<file path="src/rtl/regfile_wr_arbiter.sv">
// Round-robin arbiter for the register file's single write port, with a
// built-in clear sequence that zeroes every register from address 0 upward.
module regfile_wr_arbiter #(
   parameter int unsigned NREQ = 4,
   parameter int unsigned AW   = 3,
   parameter int unsigned DW   = 32
) (
   input  logic                 clk,
   input  logic                 rst,
   input  logic [NREQ-1:0]      req,
   input  logic [NREQ*AW-1:0]   req_addr,
   input  logic [NREQ*DW-1:0]   req_data,
   input  logic                 clear_start,
   output logic [NREQ-1:0]      gnt,
   output logic                 wr_en,
   output logic [AW-1:0]        wr_addr,
   output logic [DW-1:0]        wr_data,
   output logic                 busy
);

   localparam int unsigned PW   = (NREQ > 1) ? $clog2(NREQ) : 1;
   localparam int unsigned NREG = 1 << AW;

   typedef enum logic {
      ARB   = 1'b0,
      CLEAR = 1'b1
   } state_t;

   state_t            state_q, state_d;
   logic [PW-1:0]     ptr_q, ptr_d;
   logic [AW-1:0]     clr_cnt_q, clr_cnt_d;
   logic [NREQ-1:0]   gnt_q, gnt_d;
   logic              wr_en_q, wr_en_d;
   logic [AW-1:0]     wr_addr_q, wr_addr_d;
   logic [DW-1:0]     wr_data_q, wr_data_d;
   logic              busy_q, busy_d;

   logic [NREQ-1:0]   eligible;
   logic              found;
   logic [PW-1:0]     win_idx;

   // Round-robin search from ptr; the current grant holder is masked out.
   always_comb begin
      eligible = req & ~gnt_q;
      found    = 1'b0;
      win_idx  = '0;
      for (int unsigned off = 0; off < NREQ; off++) begin
         int unsigned cand;
         cand = (32'(ptr_q) + off) % NREQ;
         if (!found && eligible[cand[PW-1:0]]) begin
            found   = 1'b1;
            win_idx = PW'(cand);
         end
      end
   end

   // Next-state and next-output logic; wr_addr/wr_data hold unless a write is issued.
   always_comb begin
      state_d   = state_q;
      ptr_d     = ptr_q;
      clr_cnt_d = clr_cnt_q;
      gnt_d     = '0;
      wr_en_d   = 1'b0;
      wr_addr_d = wr_addr_q;
      wr_data_d = wr_data_q;
      busy_d    = busy_q;
      case (state_q)
         ARB: begin
            if (clear_start) begin
               // First clear write (address 0) lands in the first CLEAR cycle.
               state_d   = CLEAR;
               clr_cnt_d = '0;
               busy_d    = 1'b1;
               wr_en_d   = 1'b1;
               wr_addr_d = '0;
               wr_data_d = '0;
            end else if (found) begin
               gnt_d     = NREQ'(1) << win_idx;
               wr_en_d   = 1'b1;
               wr_addr_d = req_addr[win_idx*AW +: AW];
               wr_data_d = req_data[win_idx*DW +: DW];
               ptr_d     = (win_idx == PW'(NREQ - 1)) ? '0 : win_idx + PW'(1);
            end
         end
         CLEAR: begin
            if (clr_cnt_q == AW'(NREG - 1)) begin
               state_d   = ARB;
               busy_d    = 1'b0;
               clr_cnt_d = '0;
            end else begin
               clr_cnt_d = clr_cnt_q + AW'(1);
               wr_en_d   = 1'b1;
               wr_addr_d = clr_cnt_q + AW'(1);
               wr_data_d = '0;
            end
         end
         default: begin
            state_d = ARB;
            busy_d  = 1'b0;
         end
      endcase
   end

   // State and output registers; reset abandons any in-flight write.
   always_ff @(posedge clk or posedge rst) begin
      if (rst) begin
         state_q   <= ARB;
         ptr_q     <= '0;
         clr_cnt_q <= '0;
         gnt_q     <= '0;
         wr_en_q   <= 1'b0;
         wr_addr_q <= '0;
         wr_data_q <= '0;
         busy_q    <= 1'b0;
      end else begin
         state_q   <= state_d;
         ptr_q     <= ptr_d;
         clr_cnt_q <= clr_cnt_d;
         gnt_q     <= gnt_d;
         wr_en_q   <= wr_en_d;
         wr_addr_q <= wr_addr_d;
         wr_data_q <= wr_data_d;
         busy_q    <= busy_d;
      end
   end

   assign gnt     = gnt_q;
   assign wr_en   = wr_en_q;
   assign wr_addr = wr_addr_q;
   assign wr_data = wr_data_q;
   assign busy    = busy_q;

endmodule

</file>
<file path="config.mk">
export PLATFORM = sky130hd
export DESIGN_NAME = regfile_wr_arbiter
export DESIGN_NICKNAME = d
export VERILOG_FILES = /design/src/rtl/regfile_wr_arbiter.sv
export SDC_FILE = /design/constraint.sdc
export NUM_CORES = 1
export LEC_CHECK = 0
export ABC_AREA = 0
export CAP_MARGIN = 15
export CORE_ASPECT_RATIO = 0.8
export CORE_MARGIN = 4
export CORE_UTILIZATION = 37
export DETAILED_ROUTE_END_ITERATION = 10
export PLACE_DENSITY = 0.87
export SYNTH_ARGS = -nofsm -noshare
export SYNTH_HDL_FRONTEND = slang
export SYNTH_SLANG_ARGS = --single-unit
</file>
<file path="constraint.sdc">
create_clock -name clk -period 2.55 [get_ports clk]
set_input_delay 0.3825 -clock clk [delete_from_list [all_inputs] [get_ports clk]]
set_output_delay 0.3825 -clock clk [all_outputs]
set_load 0.1 [all_outputs]
</file>
==> flow_summary.ini <==
[setup_path]
ff2ff_setup_slack_ns = 0.49
r2r-start = gnt[1]
worstSetupPathType = input pin to flip-flop
end_kind = flip-flop
r2r_cells = 7
required_ns = 2.75
start_kind = input pin
reg2reg_to = wr_data[31]
cp_max_fo = 36
critPathArrivalTime_ns = 2.40

[cts]
cts_root_buf = clkbuf_8
insertion_delay_ns = 0.30
clk_path_buf_depth = 2
cts_tree = done
clk_pin_slew_ns = 0.10
cts_hold_buf = 0
postCtsSetupRepairBufs = 0
cts-resized-gates = 0
clock_sinks = 47
cts_buffers = 5
htree_num_levels = 2

[final_layout]
finalNonFillerCells = 636
most-common-layout-cells = 146 x clkdlybuf4s50_1, 73 x nand2_1, 64 x a21oi_1
drive_gt1_share_pct = 14.9
layout_commonest_cell = clkdlybuf4s50_1
syn2layout_area_growth_pct = 67.8
nets = 680
fillCellCount = 638
antennaDiodeCount = 0

[flow_run]
drv_cap = 0

[yosys]
synth_top_area_share_pct = 39.9
synth-seq-cells = 47
syn-cell-area_um2 = 2950
synth_nets = 496
yosys-top-cells-area = dfrtp_1 40%, a21oi_1 11%, a32oi_1 9.5%
ys.flop_type = dfrtp_1
yosysTopAreaCell = dfrtp_1
synth-async-reset-ratio_pct = 100
ys_warn_count = 0
synth_area_per_cell_um2 = 8.51
yosysSeqAreaShare_pct = 39.9
synth_cell_types = 39
syn_inst = 346
synth_edf_count = 0

[min_path]
hold_end = busy
whs_path_depth = 2
min-delay-path-class = flip-flop to flip-flop
min_from = busy

[timing]
rsz0062_at_grt = no
worst_slew_pin_slew_ns = 0.620
slew_violations = 0
maxSlewHeadroom_pct = 58.7
post-route-period-util_pct = 86.4
fmax_ghz = 0.454
fin_crit_ns = 2.20
setup-tns-final_ns = 0
hold_viol = 0
fin_worst_skew_ns = 0.0106
setup_viol_count_final = 0

[detailed_routing]
viasPerCell = 5.71
highest-signal-layer = met4
wl_per_cell_um = 18.3
drtIter0Drc = 215
drc = 0
via_count = 3634
dr.pass1.iters = 5
met2_length_mm = 6.00
ant_nets = 0
wirelength_mm = 11.7
dr_wl_met3_mm = 1.08
m1WireLength_mm = 4.48

[global_routing]
overflow = 0
grt_max_degree = 48
grt_pass1_vias = 3667
grt_pass1_wl_mm = 17.7
grt_antenna_before_repair = 0
grt_usage_pct = 23.4

[floorplanning]
ios = 188
die_width_um = 108
initial_core_util_pct = 38.9
die_h_um = 87.8
row_count = 28
core_area_um2 = 7570
dieArea_um2 = 9460

[power]
p_leak_nw = 2.09
ir_drop_v = 0.000531
power_density_nw_per_um2 = 966

[placement]
dp_hpwl_mm = 9.02
numPlacedInstances = 628
io_buffers = 187
place_congestion = 0.914

[run_status]
status = complete, no violations
cell families after synthesis:
logic type | Yosys count | synth area share (%)
simple gates | 103 | 15.5
buf+inv | 35 | 6.37
fa+ha+maj | 3 | 1.27
mux | 4 | 1.36
flops | 47 | 39.9
compound gates | 154 | 35.6
metrics by stage:
step                area, µm²  utilization [%]  worst slack, ns  hold WS [ns]  total power, mW
global route             4940             65.3            0.291         0.544             5.03
detailed placement       4860             64.2           0.0764         0.476             4.33
floorplan                2950                -           0.0256         0.467             3.40
global placement         4860             64.2            0.147         0.474             4.26
CTS                      4940             65.3            0.391         0.497             4.78
finish                   4940             65.3            0.348         0.499             4.78
how the worst max path moves through the flow:
stage | endpoint | cells after the start | start
global placement | wr_data[21] | 8 | req[1]
global route | wr_data[31] | 7 | req[2]
detailed placement | wr_data[31] | 7 | req[0]
finish | wr_data[31] | 7 | req[0]
CTS | wr_data[31] | 7 | req[0]
floorplan | wr_data[0] | 7 | gnt[2]
registers in the layout (all words and copies together) (netlist names):
| register | count |
|---|---|
| clr_cnt_q | 3 |
| state_q | 1 |
| wr_data | 32 |
| wr_addr | 3 |
| gnt | 4 |
| ptr_q | 2 |
| wr_en | 1 |
| busy | 1 |
critical path, cell delays in order:
cell	delay [ns]
clkdlybuf4s50_1	0.45
nor2b_4	0.16
or4_4	0.57
o21ai_4	0.26
buf_12	0.22
a21oi_1	0.09
a32oi_1	0.24
power by group:
group	switching (mW)	total, mW	leakage, nW	internal, mW
Clock	0.257	0.446	0.0477	0.188
Combinational	2.23	3.16	1.42	0.930
Sequential	0.208	1.17	0.623	0.961
per-layer routing:
metal / GRT usage [%] / vias to the layer above
met4: 5.28 / 0
met2: 42.6 / 206
met1: 28.6 / 1743
met3: 5.23 / 11
li1: - / 1674
met5: 0 / -
synthesized netlist by cell type (all sizes together) (3+ instances only):
cell     instances
nand2           74
a21oi           65
dfrtp           47
a22oi           34
a32oi           32
buf             19
clkbuf          10
nor2             8
inv              6
nand2b           5
o21ai            5
mux2i            4
nor2b            4
a2111oi          3
a211oi           3
a21boi           3
ha               3
nor3             3
o221ai           3
area by class of cell:
class | instances | area, µm² | area share [%]
sequential | 47 | 1180 | 23.8
timing repair buffer | 206 | 1940 | 39.2
inverter | 6 | 22.5 | 0.456
clock buffer | 5 | 68.8 | 1.39
tap | 105 | 131 | 2.66
multi-input combinational | 264 | 1590 | 32.2
clock inverter | 3 | 15.0 | 0.304
Note: power is estimated with default switching activity, not from simulation.
